[config.mk]
export PLATFORM = sky130hd
export DESIGN_NAME = mem_axi_bridge
export DESIGN_NICKNAME = d
export VERILOG_FILES = /design/src/rtl/mem_axi_bridge.sv
export SDC_FILE = /design/constraint.sdc
export NUM_CORES = 1
export LEC_CHECK = 0
export ABC_AREA = 1
export ABC_CLOCK_PERIOD_IN_PS = 1600
export CAP_MARGIN = 20
export CELL_PAD_IN_SITES_DETAIL_PLACEMENT = 0
export CELL_PAD_IN_SITES_GLOBAL_PLACEMENT = 2
export CORE_ASPECT_RATIO = 1.5
export CORE_MARGIN = 2
export CORE_UTILIZATION = 19
export CTS_BUF_LIST = sky130_fd_sc_hd__clkbuf_4 sky130_fd_sc_hd__clkbuf_8
export CTS_CLUSTER_DIAMETER = 60
export DETAILED_ROUTE_END_ITERATION = 16
export PLACE_DENSITY_LB_ADDON = 0.1
export SLEW_MARGIN = 10
export SYNTH_ARGS = -nofsm -noshare
export SYNTH_HDL_FRONTEND = slang
export SYNTH_SLANG_ARGS = --single-unit
[constraint.sdc]
create_clock -name clk -period 1.6 [get_ports clk]
set_clock_uncertainty 0.15 [all_clocks]
set_input_delay 0.24 -clock clk [delete_from_list [all_inputs] [get_ports clk]]
set_output_delay 0.24 -clock clk [all_outputs]
set_load 0.05 [all_outputs]
[src/rtl/mem_axi_bridge.sv]
// mem_axi_bridge
//   Data-side bridge between the MEM stage RAM request and an AXI4-Lite master
//   port. One transaction is in flight at a time. A combined read+write request
//   runs the write first, then the read, so read-after-write to the same
//   address observes the new data.
//
// Ports
//   clk, rst            : rising-edge clock, synchronous active-high reset
//   ram_ren_i/ram_wen_i : read / write request from MEM (sampled only when idle)
//   ram_raddr_i         : read byte address
//   ram_waddr_i         : write byte address
//   ram_wdata_i         : LSB-aligned write data
//   ram_wmask_i         : LSB-aligned bit mask
//   ram_rdata_o         : LSB-aligned read data, held until the next read completes
//   axi_busy_o          : high from the cycle after acceptance through the done cycle
//   done_o, err_o       : one-cycle completion pulse / error pulse alongside it
//   m_aw*, m_w*, m_b*   : AXI4-Lite write channels
//   m_ar*, m_r*         : AXI4-Lite read channels
module mem_axi_bridge #(
  parameter int ADDR_W = 32,
  parameter int DATA_W = 64
) (
  input  logic                clk,
  input  logic                rst,
  input  logic                ram_ren_i,
  input  logic                ram_wen_i,
  input  logic [63:0]         ram_raddr_i,
  input  logic [63:0]         ram_waddr_i,
  input  logic [63:0]         ram_wdata_i,
  input  logic [63:0]         ram_wmask_i,
  output logic [63:0]         ram_rdata_o,
  output logic                axi_busy_o,
  output logic                done_o,
  output logic                err_o,
  output logic [ADDR_W-1:0]   m_awaddr,
  output logic                m_awvalid,
  input  logic                m_awready,
  output logic [DATA_W-1:0]   m_wdata,
  output logic [DATA_W/8-1:0] m_wstrb,
  output logic                m_wvalid,
  input  logic                m_wready,
  input  logic [1:0]          m_bresp,
  input  logic                m_bvalid,
  output logic                m_bready,
  output logic [ADDR_W-1:0]   m_araddr,
  output logic                m_arvalid,
  input  logic                m_arready,
  input  logic [DATA_W-1:0]   m_rdata,
  input  logic [1:0]          m_rresp,
  input  logic                m_rvalid,
  output logic                m_rready
);

  typedef enum logic [2:0] {IDLE, WADDR, WRESP, RADDR, RDATA} state_t;

  state_t state, state_d;

  logic                awvalid_d, wvalid_d, bready_d, arvalid_d, rready_d;
  logic [ADDR_W-1:0]   awaddr_d, araddr_d;
  logic [DATA_W-1:0]   wdata_d;
  logic [DATA_W/8-1:0] wstrb_d;
  logic [63:0]         rdata_d;
  logic                busy_d, done_d, err_d;

  // aw_done/w_done remember which half of the write has already handshaken
  logic                aw_done, aw_done_d, w_done, w_done_d;
  logic                rd_pend, rd_pend_d;
  logic                err_seen, err_seen_d;
  logic [2:0]          rsh, rsh_d;

  logic [7:0]          strb_raw;
  logic [7:0]          wstrb_shift;
  logic [63:0]         wdata_shift;
  logic [63:0]         rdata_shift;
  logic                aw_hs, w_hs;

  // Address bits above the AXI address width are not forwarded
  logic                unused_addr_bits;
  assign unused_addr_bits = ^{ram_waddr_i[63:ADDR_W], ram_raddr_i[63:ADDR_W]};

  // A byte lane is written only when all eight of its mask bits are set
  always_comb begin
    for (int i = 0; i < 8; i++) begin
      strb_raw[i] = &ram_wmask_i[8*i +: 8];
    end
  end

  // Move data/strobes into the byte lanes selected by addr[2:0]; bytes that
  // would cross the 8-byte boundary fall off the top
  assign wstrb_shift = strb_raw << ram_waddr_i[2:0];
  assign wdata_shift = ram_wdata_i << {ram_waddr_i[2:0], 3'b000};
  assign rdata_shift = m_rdata >> {rsh, 3'b000};

  assign aw_hs = m_awvalid & m_awready;
  assign w_hs  = m_wvalid & m_wready;

  // Next-state and next-output logic; every registered value holds by default
  always_comb begin
    state_d    = state;
    awvalid_d  = m_awvalid;
    wvalid_d   = m_wvalid;
    bready_d   = m_bready;
    arvalid_d  = m_arvalid;
    rready_d   = m_rready;
    awaddr_d   = m_awaddr;
    araddr_d   = m_araddr;
    wdata_d    = m_wdata;
    wstrb_d    = m_wstrb;
    rdata_d    = ram_rdata_o;
    busy_d     = axi_busy_o;
    done_d     = 1'b0;
    err_d      = 1'b0;
    aw_done_d  = aw_done;
    w_done_d   = w_done;
    rd_pend_d  = rd_pend;
    err_seen_d = err_seen;
    rsh_d      = rsh;

    case (state)
      IDLE: begin
        // busy still high here means this is the done cycle: drop busy, ignore requests
        if (axi_busy_o) begin
          busy_d = 1'b0;
        end else if (ram_wen_i) begin
          state_d    = WADDR;
          awvalid_d  = 1'b1;
          wvalid_d   = 1'b1;
          awaddr_d   = {ram_waddr_i[ADDR_W-1:3], 3'b000};
          wdata_d    = wdata_shift;
          wstrb_d    = wstrb_shift;
          busy_d     = 1'b1;
          err_seen_d = 1'b0;
          aw_done_d  = 1'b0;
          w_done_d   = 1'b0;
          rd_pend_d  = ram_ren_i;
          if (ram_ren_i) begin
            araddr_d = {ram_raddr_i[ADDR_W-1:3], 3'b000};
            rsh_d    = ram_raddr_i[2:0];
          end
        end else if (ram_ren_i) begin
          state_d    = RADDR;
          arvalid_d  = 1'b1;
          araddr_d   = {ram_raddr_i[ADDR_W-1:3], 3'b000};
          rsh_d      = ram_raddr_i[2:0];
          busy_d     = 1'b1;
          err_seen_d = 1'b0;
          rd_pend_d  = 1'b0;
        end
      end
      WADDR: begin
        if (aw_hs) begin
          awvalid_d = 1'b0;
          aw_done_d = 1'b1;
        end
        if (w_hs) begin
          wvalid_d = 1'b0;
          w_done_d = 1'b1;
        end
        if ((aw_done || aw_hs) && (w_done || w_hs)) begin
          state_d   = WRESP;
          bready_d  = 1'b1;
          aw_done_d = 1'b0;
          w_done_d  = 1'b0;
        end
      end
      WRESP: begin
        if (m_bvalid && m_bready) begin
          bready_d = 1'b0;
          if (m_bresp != 2'b00) begin
            err_seen_d = 1'b1;
          end
          if (rd_pend) begin
            rd_pend_d = 1'b0;
            arvalid_d = 1'b1;
            state_d   = RADDR;
          end else begin
            state_d = IDLE;
            done_d  = 1'b1;
            err_d   = err_seen || (m_bresp != 2'b00);
          end
        end
      end
      RADDR: begin
        if (m_arvalid && m_arready) begin
          arvalid_d = 1'b0;
          rready_d  = 1'b1;
          state_d   = RDATA;
        end
      end
      RDATA: begin
        if (m_rvalid && m_rready) begin
          rready_d = 1'b0;
          rdata_d  = (m_rresp != 2'b00) ? 64'h0 : rdata_shift;
          state_d  = IDLE;
          done_d   = 1'b1;
          err_d    = err_seen || (m_rresp != 2'b00);
        end
      end
      default: state_d = IDLE;
    endcase
  end

  // State and output registers; reset drops every valid/ready at once
  always_ff @(posedge clk) begin
    if (rst) begin
      state       <= IDLE;
      m_awvalid   <= 1'b0;
      m_wvalid    <= 1'b0;
      m_bready    <= 1'b0;
      m_arvalid   <= 1'b0;
      m_rready    <= 1'b0;
      m_awaddr    <= '0;
      m_araddr    <= '0;
      m_wdata     <= '0;
      m_wstrb     <= '0;
      ram_rdata_o <= '0;
      axi_busy_o  <= 1'b0;
      done_o      <= 1'b0;
      err_o       <= 1'b0;
      aw_done     <= 1'b0;
      w_done      <= 1'b0;
      rd_pend     <= 1'b0;
      err_seen    <= 1'b0;
      rsh         <= 3'd0;
    end else begin
      state       <= state_d;
      m_awvalid   <= awvalid_d;
      m_wvalid    <= wvalid_d;
      m_bready    <= bready_d;
      m_arvalid   <= arvalid_d;
      m_rready    <= rready_d;
      m_awaddr    <= awaddr_d;
      m_araddr    <= araddr_d;
      m_wdata     <= wdata_d;
      m_wstrb     <= wstrb_d;
      ram_rdata_o <= rdata_d;
      axi_busy_o  <= busy_d;
      done_o      <= done_d;
      err_o       <= err_d;
      aw_done     <= aw_done_d;
      w_done      <= w_done_d;
      rd_pend     <= rd_pend_d;
      err_seen    <= err_seen_d;
      rsh         <= rsh_d;
    end
  end

endmodule
==> run_results.csv, run 1 <==
group,metric,value,unit
clocking,clk_path_buf_depth,3,
synthesis,synth_cell_types,34,
placement,place_area,0.0203,mm²
synthesis,ys_seq_elements,212,
timing,setup_ws,-161,ps
routing,vias,14100,
worst_setup_path,cp_max_fo,5,
clocking,htree_levels,2,
finish,final_core_util,0.414,
routing,wl_per_cell,19.2,µm
floorplan,start_util,0.192,
placement,dpl.hpwl,46.5,mm
finish,layout_commonest_cell,"nand2_1",
synthesis,synth_simple_gate_area_frac,0.330,
routing,drt_iter0_drc,481,
global_routing,antenna_found_initial,3,
routing,finalWirelength,62.6,mm
synthesis,syn_area,0.0111,mm²
global_routing,grt_pass1_vias,14000,
timing,setup_viol,141,
global_routing,grt_max_degree,86,
routing,vias_per_cell,4.34,
worst_setup_path,critPathCaptureType,"register",
timing,maxSlewHeadroom,0.652,
global_routing,grt-ovfl-total,0,
synthesis,synth_top_family_by_area,"simple AND/OR/NAND/NOR gates",
clocking,cts-root-buf,"clkbuf_8",
placement,place_congestion,0.834,
floorplan,die-area,0.0604,mm²
timing,period_share,1.10,
timing,hold_viol,0,
timing,rsz0062_at_grt,"true",
floorplan,die_w,201,µm
floorplan,rows,108,
power,p_leak,9.95,nW
finish,syn_to_final_growth,116,%
worst_setup_path,startpoint_type,"register",
floorplan,die_h,300,µm
worst_setup_path,criticalPathCategory,"register to register",
outcome,outcome,"finished, violations left",
finish,fill_cells,5995,
routing,drc_errors,0,
synthesis,synth-compound-area-share,0.202,
clocking,cts_tree,"yes",
finish,drive_gt1_frac,0.365,
power,p_per_area,1240,mW/mm²
clocking,path_clk_slew,70,ps
synthesis,synthMuxAreaShare,0.000902,
synthesis,synthXorXnorAreaFrac,0,
timing,worst_pin_slew,523,ps
timing,period_minus_slack,1760,ps
clocking,cts_sinks,212,
finish,layout_common_cells,"nand2_1, clkdlybuf4s50_1, buf_12",
floorplan,core,0.0578,mm²
routing,firstDrtPassIters,6,
job,cap_viol_max_count,0,
placement,io_buffers,470,
routing,antenna_left,0,
finish,fin_area,0.0239,mm²
synthesis,syn_avg_cell_area,6.34,µm²
finish,final_nets,2784,
synthesis,yosys.area_share.adder,0,
timing,slew_viol_final,0,
synthesis,synthCells,1751,
worst_setup_path,crit_arrival,2020,ps
power,ir_worst_vdd,787,µV
timing,max_freq,0.568,GHz
finish,regArea,0.00432,mm²
global_routing,grt_use_total,0.195,
global_routing,grt_pass1_wl,89.2,mm
clocking,cts_buffers,40,
outcome,failed_checks,"setup timing",
clocking,clock_latency,560,ps
finish,multiInputGateArea,0.00718,mm²
min_path,hold_class,"primary input to register",
worst_setup_path,cp.required,1860,ps
synthesis,ys_seq_area_frac,0.382,
floorplan,ios,541,
synthesis,yosysWarnings,0,
where the power goes:
group          internal, W  leakage, nW  switching [W]  total [W]
clock              0.00357        0.472        0.00260    0.00617
combinational      0.00808         7.73        0.00841     0.0165
sequential         0.00607         1.75       0.000912    0.00699
total               0.0177         9.95         0.0119     0.0296
critical path: stages (launching register included):
cell      delay, ps
dfxtp_4         380
buf_12          140
buf_12          120
or2_2           280
o211ai_1         80
o21ai_1         100
o21ai_2         170
buf_4           140
a21oi_1          50
routing by layer:
metal	up-vias	routed length, µm	global-route usage
li1	7114	-	-
met1	6513	23700	0.210
met2	416	33200	0.370
met3	84	3350	0.0406
met4	0	2330	0.0735
met5	-	0	0
kinds of logic (layout without fill, tap and decap cells):
group	after synthesis	after routing
AO/OA/AOI/OAI	415	415
buffers and inverters	220	944
flip-flops	212	212
multiplexers	1	1
other	1	9
AND/OR/NAND/NOR	902	902
Yosys cell counts:
cell / n / area [µm²]
a211oi_1: 2 / 15.0
a21boi_0: 1 / 7.51
a21oi_1: 149 / 746
a22oi_1: 8 / 60.1
a31oi_1: 9 / 56.3
and2_1: 1 / 6.26
buf_1: 6 / 22.5
buf_2: 45 / 225
buf_4: 12 / 90.1
buf_6: 2 / 22.5
clkbuf_1: 67 / 251
clkbuf_2: 1 / 5.00
clkinv_1: 1 / 3.75
conb_1: 1 / 3.75
dfxtp_1: 212 / 4240
inv_1: 83 / 312
inv_2: 3 / 11.3
mux2i_1: 1 / 10.0
nand2_1: 557 / 2090
nand2_2: 2 / 12.5
nand3_1: 103 / 515
nand3_4: 1 / 17.5
nand3b_1: 1 / 7.51
nand4_1: 5 / 31.3
nor2_1: 196 / 736
nor2_2: 3 / 18.8
nor2_4: 1 / 11.3
nor2_8: 1 / 20.0
nor3_1: 3 / 15.0
nor3_2: 1 / 10.0
o211ai_1: 34 / 255
o21a_1: 15 / 113
o21ai_0: 197 / 986
or2_2: 27 / 169
cell type report:
class / instances / share of cell area
Inverter: 87 / 0.0152
Clock inverter: 16 / 0.00784
Timing Repair inverter: 1 / 0.000470
Timing Repair Buffer: 785 / 0.426
Tap cell: 770 / 0.0402
Antenna cell: 3 / 0.000314
Multi-Input combinational cell: 1324 / 0.300
Sequential cell: 212 / 0.180
Clock buffer: 55 / 0.0301
sequential cells by signal (all words and copies together) (netlist names), 3 cells and up:
name,cells
ram_rdata_o,64
m_araddr,29
m_wstrb,8
m_awaddr,29
rsh,3
state,3
m_wdata,64
worst paths after layout:
path                     end  cells past startpoint    start  slack (ps)
max          ram_rdata_o[11]                      8   rsh[0]        -160
min              m_wdata[20]                      3      rst          70
max reg2reg  ram_rdata_o[11]                      8   rsh[0]        -160
min reg2reg          aw_done                      2  aw_done         330
timing repair:
| action | CTS | global route |
|---|---|---|
| endpoints found under the setup margin | 231 | 210 |
| pin swaps | 43 | 143 |
| resized for setup | 274 | 288 |
| cloned | 15 | 10 |
| buffers inserted | 37 | 23 |
| hold buffers | 0 | 0 |
per-stage QoR:
step | total power (W) | std cells | TNS [ps] | hold slack (ps) | setup WS, ps
after global routing | 0.0312 | 3253 | -26710 | 69.5 | -237
final | 0.0296 | 3253 | -8680 | 69.2 | -161
after CTS | 0.0284 | 3228 | -12330 | 44.7 | -183
after global placement | 0.0200 | 3108 | -58600 | 294 | -534
after floorplan | 0.0128 | 1756 | 0 | 185 | 11.5
after detailed placement | 0.0200 | 3108 | -63050 | 300 | -580
(Power assumes the default switching activity.)
==> run 2, diff against run 1 <==
--- a/config.mk
+++ b/config.mk
@@ -5,17 +5,16 @@
 export SDC_FILE = /design/constraint.sdc
 export NUM_CORES = 1
 export LEC_CHECK = 0
-export ABC_AREA = 1
 export ABC_CLOCK_PERIOD_IN_PS = 1600
 export CAP_MARGIN = 20
 export CELL_PAD_IN_SITES_DETAIL_PLACEMENT = 0
 export CELL_PAD_IN_SITES_GLOBAL_PLACEMENT = 2
 export CORE_ASPECT_RATIO = 1.5
-export CORE_MARGIN = 2
-export CORE_UTILIZATION = 19
+export CORE_UTILIZATION = 21
 export CTS_BUF_LIST = sky130_fd_sc_hd__clkbuf_4 sky130_fd_sc_hd__clkbuf_8
 export CTS_CLUSTER_DIAMETER = 60
 export DETAILED_ROUTE_END_ITERATION = 16
+export GPL_TIMING_DRIVEN = 0
 export PLACE_DENSITY_LB_ADDON = 0.1
 export SLEW_MARGIN = 10
 export SYNTH_ARGS = -nofsm -noshare
==> run 2 against run 1 <==
Compared with the run above: the flow still finishes with violations (setup timing); count of clock-buffer cells in the layout rose by 5; clock power fell by 3%; global-route usage rose by 2.7 points; fmax fell by 12%; synthesized cell count fell by 31%; total power fell by 4.5%; via count fell by 14%; die area fell by 12%; worst hold slack got worse by 2.6 ps; highest routed layer is now met5.
==> run_results.csv, run 2 <==
group,metric,value,unit
routing,wl_per_cell,24.7,µm
clocking,path_clk_slew,60,ps
min_path,hold_class,"primary input to register",
timing,worst_pin_slew,1200,ps
power,finalPower,0.0283,W
synthesis,yosysWarnings,0,
routing,vias_per_cell,4.78,
worst_setup_path,critPathCaptureType,"register",
routing,drt_iter0_drc,459,
power,p_leak,8.20,nW
placement,dp.cells,2349,
placement,place_area,0.0169,mm²
timing,maxSlewHeadroom,0.201,
timing,setup_ws,-413,ps
clocking,cts_tree,"yes",
power,switching_share,0.409,
power,p_per_area,1350,mW/mm²
placement,io_buffers,467,
timing,tns,-53400,ps
clocking,cts_sinks,212,
floorplan,die_h,283,µm
timing,slew_viol_final,0,
global_routing,grt_use_total,0.222,
worst_setup_path,cp.required,1870,ps
synthesis,synth_cell_types,53,
finish,finalNonFillerCells,2528,
synthesis,synth.largest_area_cell,"dfxtp_1",
timing,rsz0062_at_grt,"true",
worst_setup_path,worst_path_dominant_cell_family,"multiplexers",
floorplan,ios,541,
global_routing,antenna_found_initial,3,
finish,top_regs,"m_wdata (64), ram_rdata_o (64)",
routing,drc_errors,0,
min_path,min_from,"ram_raddr_i[30]",
routing,firstDrtPassIters,4,
timing,setup_viol,208,
job,cap_viol_max_count,0,
power,combPwrFrac,0.557,
finish,final_nets,2158,
synthesis,yosys.area.top_type_share,0.385,
timing,max_freq,0.497,GHz
worst_setup_path,criticalPathCategory,"register to register",
worst_setup_path,reg2reg_from,"rsh[1]",
global_routing,grt_pass1_wl,85.6,mm
clocking,cts_buffers,41,
finish,drive_gt1_frac,0.490,
synthesis,synth_flop_cell,"dfxtp_1",
power,power_frac_clock,0.211,
worst_setup_path,crit_arrival,2280,ps
clocking,htree_levels,2,
worst_setup_path,max_stage_delay,500,ps
power,power.internal,0.0167,W
timing,period_share,1.26,
power,p_sw,0.0116,W
global_routing,grt_max_degree,12,
worst_setup_path,cp_cell_sequence,"buf_12, clkbuf_16, mux2_4, mux4_2, a22oi_2, nor2_1",
floorplan,die-area,0.0534,mm²
synthesis,synthCells,1201,
worst_setup_path,cp_slowest_cell,"mux4_2",
floorplan,core,0.0517,mm²
finish,layout_commonest_cell,"clkdlybuf4s50_1",
global_routing,grt-ovfl-total,0,
floorplan,start_util,0.213,
synthesis,yosys-top-cells-area,"dfxtp_1, mux4_2, a22oi_1, nand2_1, mux2_2",
finish,layout_common_cells,"clkdlybuf4s50_1, buf_4, dfxtp_1",
finish,fin_area,0.0209,mm²
timing,period_minus_slack,2010,ps
synthesis,synth_common_cells,"dfxtp_1, nand2_1, nor2_1",
floorplan,die_w,189,µm
finish,syn_to_final_growth,89.9,%
routing,vias,12100,
clocking,clock_latency,590,ps
synthesis,syn_avg_cell_area,9.18,µm²
power,ir_worst_vdd,581,µV
worst_setup_path,crit_path_start,"rsh[1]",
worst_setup_path,cp_max_fo,10,
worst_setup_path,crit_buf_inv,2,
outcome,outcome,"finished, violations left",
synthesis,synthMostInstantiatedCell,"dfxtp_1",
placement,place_congestion,0.893,
global_routing,grt_pass1_vias,12500,
synthesis,syn_area,0.0110,mm²
power,sequentialPowerShare,0.232,
placement,dpl.hpwl,47.4,mm
finish,final_core_util,0.405,
synthesis,ys_seq_area_frac,0.385,
finish,fill_cells,5245,
routing,antenna_left,0,
outcome,failed_checks,"setup timing",
synthesis,ys_seq_elements,212,
synthesis,async_reset_ff_frac,0,
worst_setup_path,startpoint_type,"register",
routing,finalWirelength,62.4,mm
clocking,clk_path_buf_depth,3,
floorplan,rows,102,
clocking,cts-root-buf,"clkbuf_8",
timing,hold_viol,0,
synthesis,synth_edf_count,0,
run 2: cell types whose count changed in the layout (fill, tap and decap cells not counted), sizes merged, moves of 66 or more:
cell / change
nand3: -100
a21oi: -66
a22oi: +99
o21ai: -158
nand2: -388
buf: -164
inv: -68
run 2: tightest hold or removal path, stage by stage:
cell,delay (ps)
clkdlybuf4s50_1,410
nand2_2,70
a21oi_2,40
run 2: timing repair:
action                     4_1_cts  5_1_grt
setup buffers                   62       25
setup endpoints to repair      412      232
hold endpoints to repair         9        0
pin swaps                       81      140
hold buffers                     9        0
resized for setup             1496      329
cloned                          15       12
run 2: worst paths after layout:
check,end,slack [ps],depth (start not counted)
worst max register to register,ram_rdata_o[11],-410,6
worst min register to register,m_araddr[14],300,2
worst max-delay path,ram_rdata_o[11],-410,6
worst min-delay path,m_araddr[30],70,3
run 2: area by class of cell:
cell class,count,area (µm²),share of cell area
Clock buffer,60,769,0.0368
Timing Repair Buffer,584,5880,0.281
Inverter,15,56.3,0.00269
Multi-Input combinational cell,870,7900,0.377
Clock inverter,9,105,0.00502
Tap cell,676,846,0.0404
Sequential cell,212,4290,0.205
Antenna cell,1,2.50,0.000120
Buffer,101,1080,0.0516
run 2: layer usage:
layer | GRT usage | up-vias | wire length (µm)
met1 | 0.201 | 5968 | 19400
met2 | 0.467 | 412 | 36900
met5 | 0 | - | 26
met4 | 0.0724 | 4 | 1960
li1 | - | 5619 | -
met3 | 0.0520 | 93 | 4060
run 2: cell families (layout without fill, tap and decap cells):
family,count (synthesis),after routing,synth area share
compound gates,283,283,0.170
buf+inv,124,769,0.0548
flops,212,212,0.385
mux,164,164,0.222
other cells,1,7,0.000340
simple gates,417,417,0.168
run 2: power by group through the flow:
stage / logic (W) / clock network (W) / registers [W]
after CTS: 0.0137 / 0.00625 / 0.00651
after floorplan: 0.00430 / 0 / 0.00859
final: 0.0158 / 0.00598 / 0.00656
after global routing: 0.0165 / 0.00644 / 0.00664
after detailed placement: 0.0105 / 0 / 0.00652
after global placement: 0.0105 / 0 / 0.00650
run 2: per-stage QoR:
step           hold WS [ps]  worst slack (ps)
6_report               66.6              -413
3_3_place_gp            288             -1200
5_1_grt                35.7              -452
4_1_cts               0.582              -425
3_5_place_dp            292             -1200
2_1_floorplan           177              -174
